## src/rtl/square_event_generator_pkg.sv

```systemverilog
// Shared types and constants for the square event generator.
//   sq_state_e : 2-bit state encoding (NORMAL 00, COOLDOWN 01, INVINCIBLE 10, DRAIN 11)
//   hit_ev_t   : one bit per collision source, used for edge registers and events
//   DEF_*      : default frame counts and timer width
//   pend_inc   : saturating increment of the queued-heart count
package square_event_generator_pkg;

  typedef enum logic [1:0] {
    ST_NORMAL     = 2'b00,
    ST_COOLDOWN   = 2'b01,
    ST_INVINCIBLE = 2'b10,
    ST_DRAIN      = 2'b11
  } sq_state_e;

  typedef struct packed {
    logic obstacle;
    logic heart;
    logic star;
  } hit_ev_t;

  localparam int DEF_INVINCIBLE_FRAMES    = 300;
  localparam int DEF_HURT_COOLDOWN_FRAMES = 60;
  localparam int DEF_TIMER_WIDTH          = 9;
  localparam logic [1:0] PENDING_MAX      = 2'd2;

  function automatic logic [1:0] pend_inc(input logic [1:0] p);
    return (p >= PENDING_MAX) ? PENDING_MAX : p + 2'd1;
  endfunction

endpackage

```

## src/rtl/square_event_generator_if.sv

```systemverilog
// Collision-in / event-out bundle between the collision detector, the
// event generator and the square colour FSM.
//   master : drives PAUSE, FRAME_TICK, HIT_* ; observes the event outputs
//   slave  : the event generator side
interface square_event_generator_if #(
  parameter int TIMER_WIDTH = 9
);
  logic                   PAUSE;
  logic                   FRAME_TICK;
  logic                   HIT_OBSTACLE;
  logic                   HIT_HEART;
  logic                   HIT_STAR;
  logic                   HURT;
  logic                   RECOVER;
  logic                   INVINCIBLE_ENABLE;
  logic [TIMER_WIDTH-1:0] INVINCIBLE_LEFT;
  logic                   COOLDOWN_ACTIVE;

  modport master (
    output PAUSE, FRAME_TICK, HIT_OBSTACLE, HIT_HEART, HIT_STAR,
    input  HURT, RECOVER, INVINCIBLE_ENABLE, INVINCIBLE_LEFT, COOLDOWN_ACTIVE
  );

  modport slave (
    input  PAUSE, FRAME_TICK, HIT_OBSTACLE, HIT_HEART, HIT_STAR,
    output HURT, RECOVER, INVINCIBLE_ENABLE, INVINCIBLE_LEFT, COOLDOWN_ACTIVE
  );
endinterface

```

## src/rtl/square_event_generator_frame_down_counter.sv

```systemverilog
// Frame down-counter with load, clear and saturation at zero.
//   CLK, RESET : clock, synchronous active-high reset
//   load       : load load_val (clear has priority)
//   clear      : force count to 0
//   tick       : decrement enable (caller gates with PAUSE/state)
//   count      : current value
//   zero       : count == 0
//   expire     : this tick takes count from 1 to 0
module frame_down_counter #(
  parameter int WIDTH = 9
) (
  input  logic             CLK,
  input  logic             RESET,
  input  logic             load,
  input  logic [WIDTH-1:0] load_val,
  input  logic             clear,
  input  logic             tick,
  output logic [WIDTH-1:0] count,
  output logic             zero,
  output logic             expire
);
  localparam logic [WIDTH-1:0] ONE = {{(WIDTH-1){1'b0}}, 1'b1};

  always_ff @(posedge CLK) begin
    if (RESET)                     count <= '0;
    else if (clear)                count <= '0;
    else if (load)                 count <= load_val;
    else if (tick && count != '0)  count <= count - ONE;
  end

  assign zero   = (count == '0);
  assign expire = tick && (count == ONE);
endmodule

```

## src/rtl/square_event_generator.sv

```systemverilog
// Converts collision levels into HURT / RECOVER pulses and an invincibility
// window, with a post-damage grace period and a queue of hearts picked up
// while invincible (replayed as RECOVER pulses once the window closes).
//   CLK, RESET : clock, synchronous active-high reset
//   bus        : slave side of square_event_generator_if
//                (PAUSE, FRAME_TICK, HIT_* in; HURT, RECOVER,
//                 INVINCIBLE_ENABLE, INVINCIBLE_LEFT, COOLDOWN_ACTIVE out)
module square_event_generator
  import square_event_generator_pkg::*;
#(
  parameter int INVINCIBLE_FRAMES    = DEF_INVINCIBLE_FRAMES,
  parameter int HURT_COOLDOWN_FRAMES = DEF_HURT_COOLDOWN_FRAMES,
  parameter int TIMER_WIDTH          = DEF_TIMER_WIDTH
) (
  input  logic                    CLK,
  input  logic                    RESET,
  square_event_generator_if.slave bus
);
  localparam logic [TIMER_WIDTH-1:0] INV_LOAD = TIMER_WIDTH'(INVINCIBLE_FRAMES);
  localparam logic [TIMER_WIDTH-1:0] CD_LOAD  = TIMER_WIDTH'(HURT_COOLDOWN_FRAMES);

  sq_state_e state_q, state_d;
  hit_ev_t   cur, prev_q, ev;
  logic      hurt_q, hurt_d, rec_q, rec_d;
  logic [1:0] pend_q, pend_d, pend_dec;
  logic      tick;

  logic                   inv_load, inv_clear, inv_tick, inv_zero, inv_expire;
  logic                   cd_load, cd_clear, cd_tick, cd_zero, cd_expire;
  logic [TIMER_WIDTH-1:0] inv_cnt, cd_cnt;

  assign cur  = '{obstacle: bus.HIT_OBSTACLE, heart: bus.HIT_HEART, star: bus.HIT_STAR};
  // Edge registers keep tracking while paused so a level held through a
  // pause does not fire when the pause lifts.
  assign ev   = bus.PAUSE ? hit_ev_t'('0) : hit_ev_t'(cur & ~prev_q);
  assign tick = bus.FRAME_TICK & ~bus.PAUSE;

  assign inv_tick = tick && (state_q == ST_INVINCIBLE);
  assign cd_tick  = tick && (state_q == ST_COOLDOWN || state_q == ST_DRAIN);

  frame_down_counter #(.WIDTH(TIMER_WIDTH)) u_inv_timer (
    .CLK(CLK), .RESET(RESET), .load(inv_load), .load_val(INV_LOAD),
    .clear(inv_clear), .tick(inv_tick), .count(inv_cnt),
    .zero(inv_zero), .expire(inv_expire)
  );

  frame_down_counter #(.WIDTH(TIMER_WIDTH)) u_cd_timer (
    .CLK(CLK), .RESET(RESET), .load(cd_load), .load_val(CD_LOAD),
    .clear(cd_clear), .tick(cd_tick), .count(cd_cnt),
    .zero(cd_zero), .expire(cd_expire)
  );

  always_ff @(posedge CLK) begin
    if (RESET) begin
      state_q <= ST_NORMAL;
      prev_q  <= '1;  // a level already high at reset release is not an edge
      hurt_q  <= 1'b0;
      rec_q   <= 1'b0;
      pend_q  <= '0;
    end else begin
      state_q <= state_d;
      prev_q  <= cur;
      hurt_q  <= hurt_d;
      rec_q   <= rec_d;
      pend_q  <= pend_d;
    end
  end

  always_comb begin
    state_d   = state_q;
    hurt_d    = 1'b0;
    rec_d     = 1'b0;
    pend_d    = pend_q;
    pend_dec  = pend_q;
    inv_load  = 1'b0;
    inv_clear = 1'b0;
    cd_load   = 1'b0;
    cd_clear  = 1'b0;
    case (state_q)
      ST_NORMAL: begin
        if (ev.star) begin
          state_d  = ST_INVINCIBLE;
          inv_load = 1'b1;
          rec_d    = ev.heart;
        end else if (ev.obstacle) begin
          // heart on the same edge cancels the damage pulse but the grace
          // period still starts
          state_d = ST_COOLDOWN;
          cd_load = 1'b1;
          hurt_d  = ~ev.heart;
        end else begin
          rec_d = ev.heart;
        end
      end
      ST_COOLDOWN: begin
        rec_d = ev.heart;
        if (ev.star) begin
          state_d  = ST_INVINCIBLE;
          inv_load = 1'b1;
          cd_clear = 1'b1;
        end else if (cd_expire || cd_zero) begin
          state_d = ST_NORMAL;
        end
      end
      ST_INVINCIBLE: begin
        if (ev.heart) pend_d = pend_inc(pend_q);
        if (ev.star) begin
          inv_load = 1'b1;
        end else if (inv_expire || inv_zero) begin
          inv_clear = 1'b1;
          cd_load   = 1'b1;
          state_d   = (pend_d != 2'd0) ? ST_DRAIN : ST_COOLDOWN;
        end
      end
      ST_DRAIN: begin
        if (ev.star) begin
          state_d  = ST_INVINCIBLE;
          inv_load = 1'b1;
          cd_clear = 1'b1;
          if (ev.heart) pend_d = pend_inc(pend_q);
        end else begin
          rec_d    = (pend_q != 2'd0);
          pend_dec = (pend_q != 2'd0) ? pend_q - 2'd1 : 2'd0;
          pend_d   = ev.heart ? pend_inc(pend_dec) : pend_dec;
          // cooldown timer keeps running into COOLDOWN
          if (pend_d == 2'd0) state_d = ST_COOLDOWN;
        end
      end
      default: state_d = ST_NORMAL;
    endcase
  end

  assign bus.HURT              = hurt_q;
  assign bus.RECOVER           = rec_q;
  assign bus.INVINCIBLE_ENABLE = (state_q == ST_INVINCIBLE);
  assign bus.INVINCIBLE_LEFT   = inv_cnt;
  assign bus.COOLDOWN_ACTIVE   = (state_q == ST_COOLDOWN);
endmodule

```

## src/flat_wrapper.sv

```systemverilog
// flat-port wrapper written by rule: the top's interface ports become plain ports
module square_event_generator_flat import square_event_generator_pkg::*;
#(
  parameter int INVINCIBLE_FRAMES    = DEF_INVINCIBLE_FRAMES,
  parameter int HURT_COOLDOWN_FRAMES = DEF_HURT_COOLDOWN_FRAMES,
  parameter int TIMER_WIDTH          = DEF_TIMER_WIDTH
)
  (CLK, RESET, bus_PAUSE, bus_FRAME_TICK, bus_HIT_OBSTACLE, bus_HIT_HEART, bus_HIT_STAR, bus_HURT, bus_RECOVER, bus_INVINCIBLE_ENABLE, bus_INVINCIBLE_LEFT, bus_COOLDOWN_ACTIVE);
  square_event_generator_if #(.TIMER_WIDTH(TIMER_WIDTH)) bus_i ();
  input  logic CLK;
  input  logic RESET;
  input wire logic [$bits(bus_i.PAUSE)-1:0] bus_PAUSE;
  input wire logic [$bits(bus_i.FRAME_TICK)-1:0] bus_FRAME_TICK;
  input wire logic [$bits(bus_i.HIT_OBSTACLE)-1:0] bus_HIT_OBSTACLE;
  input wire logic [$bits(bus_i.HIT_HEART)-1:0] bus_HIT_HEART;
  input wire logic [$bits(bus_i.HIT_STAR)-1:0] bus_HIT_STAR;
  output wire logic [$bits(bus_i.HURT)-1:0] bus_HURT;
  output wire logic [$bits(bus_i.RECOVER)-1:0] bus_RECOVER;
  output wire logic [$bits(bus_i.INVINCIBLE_ENABLE)-1:0] bus_INVINCIBLE_ENABLE;
  output wire logic [$bits(bus_i.INVINCIBLE_LEFT)-1:0] bus_INVINCIBLE_LEFT;
  output wire logic [$bits(bus_i.COOLDOWN_ACTIVE)-1:0] bus_COOLDOWN_ACTIVE;
  assign bus_i.PAUSE = bus_PAUSE;
  assign bus_i.FRAME_TICK = bus_FRAME_TICK;
  assign bus_i.HIT_OBSTACLE = bus_HIT_OBSTACLE;
  assign bus_i.HIT_HEART = bus_HIT_HEART;
  assign bus_i.HIT_STAR = bus_HIT_STAR;
  assign bus_HURT = bus_i.HURT;
  assign bus_RECOVER = bus_i.RECOVER;
  assign bus_INVINCIBLE_ENABLE = bus_i.INVINCIBLE_ENABLE;
  assign bus_INVINCIBLE_LEFT = bus_i.INVINCIBLE_LEFT;
  assign bus_COOLDOWN_ACTIVE = bus_i.COOLDOWN_ACTIVE;
  square_event_generator #(.INVINCIBLE_FRAMES(INVINCIBLE_FRAMES), .HURT_COOLDOWN_FRAMES(HURT_COOLDOWN_FRAMES), .TIMER_WIDTH(TIMER_WIDTH)) u_core (.CLK(CLK), .RESET(RESET), .bus(bus_i));
endmodule
```

## config.mk

```make
export PLATFORM = sky130hd
export DESIGN_NAME = square_event_generator_flat
export DESIGN_NICKNAME = d
export VERILOG_FILES = /design/src/rtl/square_event_generator_pkg.sv /design/src/rtl/square_event_generator_if.sv /design/src/rtl/square_event_generator_frame_down_counter.sv /design/src/rtl/square_event_generator.sv /design/src/flat_wrapper.sv
export SDC_FILE = /design/constraint.sdc
export NUM_CORES = 1
export LEC_CHECK = 0
export CAP_MARGIN = 20
export CELL_PAD_IN_SITES_DETAIL_PLACEMENT = 1
export CELL_PAD_IN_SITES_GLOBAL_PLACEMENT = 2
export CORE_MARGIN = 2
export CORE_UTILIZATION = 35
export CTS_BUF_LIST = sky130_fd_sc_hd__clkbuf_4
export CTS_CLUSTER_DIAMETER = 40
export DETAILED_ROUTE_END_ITERATION = 10
export GPL_TIMING_DRIVEN = 1
export PLACE_DENSITY = 0.92
export SYNTH_ARGS = -nofsm -noshare
export SYNTH_HDL_FRONTEND = slang
export SYNTH_HIERARCHICAL = 1
export SYNTH_SLANG_ARGS = --single-unit
```

## constraint.sdc

```tcl
create_clock -name CLK -period 3 [get_ports CLK]
set_input_delay 0.75 -clock CLK [delete_from_list [all_inputs] [get_ports CLK]]
set_output_delay 0.75 -clock CLK [all_outputs]
set_load 0.05 [all_outputs]
```

==> summary.md <==
| Metric | Value |
|---|---|
| Non-Filler Instances | `between 300 and 400` |
| Port Buf Inserts | `19` |
| Post-synth EDFFs | `0` |
| Period utilization | `0.9388` |
| Worst skew pair latency | `0.35 ns` |
| Synth top area cells | `dfxtp_1 (30%), ha_1 (7.0%), xnor2_1 (5.9%)` |
| GRT overflow | `0` |
| WL/cell | `14.28 um` |
| Peak fanout along the critical path | `9` |
| Max Freq | `355.1 MHz` |
| Most instantiated cells after synthesis | `dfxtp_1 (27), nor2_1 (19), o21ai_0 (19)` |
| HPWL after detailed placement | `3478 um` |
| Period minus WS final | `2.816 ns` |
| Post-CTS Setup Repair Bufs | `0` |
| Die Y | `75.25 um` |
| Setup CP Type | `reg -> out` |
| Share of cells above drive strength 1 | `0.1594` |
| Post-Synthesis Cells | `207` |
| HP Class | `reg -> reg` |
| Largest net degree at the start of global routing | `18` |
| Worst reg2reg path depth | `9` |
| Pleak | `~0.00076 uW` |
| Antenna violations before repair | `0` |
| Setup WS post-layout | `0.1837 ns` |
| DRT Pass-1 Iters | `4` |
| Crit end category | `primary output` |
| Placed cell count | `314` |
| Hold Crit Depth | `2` |
| Rows | `25` |
| R2r endpoint | `u_core/u_cd_timer/count[0]$_SDFFE_PP0P_` |
| Vias per std cell | `approximately 5.2` |
| Worst reg2reg path startpoint | `u_core/state_q[0]$_SDFFE_PP0P_` |
| Final Hold Viols | `0` |
| Synth-to-layout area growth | `23.24%` |
| Ant diodes | `0` |
| DRT Wirelength | `roughly 4500 um` |
| CP peak stage delay | `0.87 ns` |
| GPL Wtd Cong | `0.7417` |
| Clock Sinks | `27` |
| Num CTS Buffers | `3` |
| Slew HR | `0.6649` |
| Synthesized area | `1777 um2` |
| Synth Area per Inst | `8.583 um2` |
| Routed Antenna Nets | `0` |
| Nets | `269` |
| Startpoint types | `register` |
| DRT iter0 DRCs | `39` |
| H-tree Lvls | `1` |
| Post-DP Area | `2156 um2` |
| DIE AREA | `5663 um2` |
| Most frequent cell after synthesis | `dfxtp_1` |
| Status | `finished, final reports clean` |
| Synthesis Warnings | `6` |
| # setup viols final | `0` |
| Synth Flop Type | `dfxtp_1` |
| CTS tree | `built` |
| Yosys top cell area share | `0.3042` |
| Maxcap violations | `0` |
| First-pass GRT wire length | `approximately 7700 um` |
| Crit path from | `u_core/state_q[0]$_SDFFE_PP0P_` |
| Cell taking the most area after synthesis | `dfxtp_1` |
| Die width | `75.25 um` |
| Worst EP arrival | `2.07 ns` |
| Clk root buf | `clkbuf_4` |
| Final Max Slew Viols | `0` |
| Worst hold path startpoint | `u_core/u_cd_timer/count[5]$_SDFFE_PP0P_` |
| # fillers | `616` |
| Io pins | `20` |
| Core footprint | `4817 um2` |
| Worst-margin pin slew | `0.5008 ns` |
| Fraction of registers with async set/reset | `0` |
| Clock transition at path regs | `0.16 ns` |
| Worst path bufs/invs | `2` |
| Via count | `1,644` |
| Slowest-stage cell, CP | `clkdlybuf4s50_1` |
| Largest buffer count on any clock path | `2` |
| GRT Total Usage | `0.1780` |
| Unrepaired setup endpoints after global routing | `no` |
| Hold endpoint | `u_core/u_cd_timer/count[5]$_SDFFE_PP0P_` |
| Starting density of the core | `0.3688` |
| CP required | `2.25 ns` |
| Critical-path cell list | `inv_1, ha_1, clkdlybuf4s50_1` |
| Crit path max-delay family | `buffers and inverters` |
| FF-to-FF setup slack | `0.39 ns` |
| Pwr/cell area | `425.6 nW/um2` |
| Vias in the first global route | `1,637` |
| Clock Skew | `0.007898 ns` |
| Placement Setup Slack | `-0.05890 ns` |
| Post-synthesis sequential area ratio | `0.3042` |
| Post-synthesis register bit count | `27` |
| Design area | `roughly 2200 um2` |
| DRC | `0` |
| Post-synth cell types | `47` |
| Maximum VDD drop | `0.0002420 V` |
layout by cell type (no fill, tap or decap), types with 2 or more instances in the layout:
cell type and instances:
or3b_1 2, nor4_1 2, or4_4 2, ha_1 10
o31ai_1 2, buf_4 9, nand2b_1 2, and2b_2 2
a21boi_0 4, a211oi_1 6, a21oi_1 16, a2111oi_0 2
mux2i_1 3, nor4b_1 2, nand3_1 2, or3_2 2
or3b_2 3, conb_1 18, or2_2 5, inv_1 9
a2111oi_2 2, nor3_1 8, xnor2_1 12, nand2_1 12
nor4b_4 2, dfxtp_1 27, nor2_1 19, a31oi_1 3
clkdlybuf4s50_1 19, o21ai_0 19, and2_1 2, or4_1 2
clkbuf_4 3, o221ai_1 2
kinds of logic after synthesis:
logic type      after synthesis  share of synthesized area
compound gates               62                     0.2268
simple gates                 75                     0.2627
other cells                   2                   0.004227
flops                        27                     0.3042
buf+inv                      14                    0.04085
mux                           5                    0.03169
xor+xnor                     12                    0.05915
fa+ha+maj                    10                    0.07042
layer usage:
layer	part of all wire	track usage	vias up	wire length (um)
met5	0	0	-	0
met4	0.012	0.05263	0	56
met3	0.024	0.02410	5	111
met2	0.47	0.3021	25	2153
met1	0.49	0.2360	794	2219
li1	-	-	820	-
metrics by stage:
| step | util | hold slack, ns | total power, uW | TNS (ns) |
|---|---|---|---|---|
| 2_1_floorplan | - | 0.4811 | 650.5 | 0 |
| 3_3_place_gp | 0.4475 | 0.5054 | 751.2 | 0 |
| 3_5_place_dp | 0.4475 | 0.5165 | 760.3 | -0.05890 |
| 4_1_cts | 0.4532 | 0.5421 | 938.2 | 0 |
| 5_1_grt | 0.4545 | 0.5681 | 988.9 | 0 |
| 6_report | 0.4545 | 0.5406 | 931.9 | 0 |
registers in the layout (all words and copies together) (netlist names):
name                      flops
u_core/bus.HURT               1
u_core/bus.RECOVER            1
u_core/pend_q                 2
u_core/prev_q                 3
u_core/state_q                2
u_core/u_cd_timer/count       9
u_core/u_inv_timer/count      9
area by class of cell:
cell class	count	area (um2)	area share
repair buffers	28	257.7	0.1177
multi-input cells	182	1230	0.5617
clock inverters	1	5.005	0.002286
clock buffers	3	22.52	0.01029
well taps	67	83.83	0.03829
inverters	10	50.05	0.02286
flip-flops and latches	27	540.5	0.2469
where the power goes:
part	switching, uW	internal (uW)
combinational	199	146
clock	125	50.4
sequential	28.4	383
how the worst max path moves through the flow:
stage	to	depth (start not counted)	slack, ns
5_1_grt	bus_INVINCIBLE_ENABLE	3	0.08
3_5_place_dp	u_core/u_cd_timer/count[0]$_SDFFE_PP0P_	8	-0.06
6_report	bus_INVINCIBLE_ENABLE	3	0.18
2_1_floorplan	u_core/u_cd_timer/count[6]$_SDFFE_PP0P_	10	0.38
4_1_cts	u_core/u_cd_timer/count[0]$_SDFFE_PP0P_	8	0.13
3_3_place_gp	u_core/u_cd_timer/count[0]$_SDFFE_PP0P_	8	0.19
repair_timing:
| item | 4_1_cts | 5_1_grt |
|---|---|---|
| setup endpoints to repair | 0 | 2 |
| hold buffers | 0 | 0 |
| hold endpoints to repair | 0 | 0 |
| gates resized for setup | 0 | 1 |
tightest hold or removal path, delay by kind of cell (launching register included):
| family | cells | cell delay [ns] |
|---|---|---|
| flip-flops | 1 | 0.36 |
| AO/OA/AOI/OAI | 2 | 0.15 |
(Power assumes the default switching activity.)
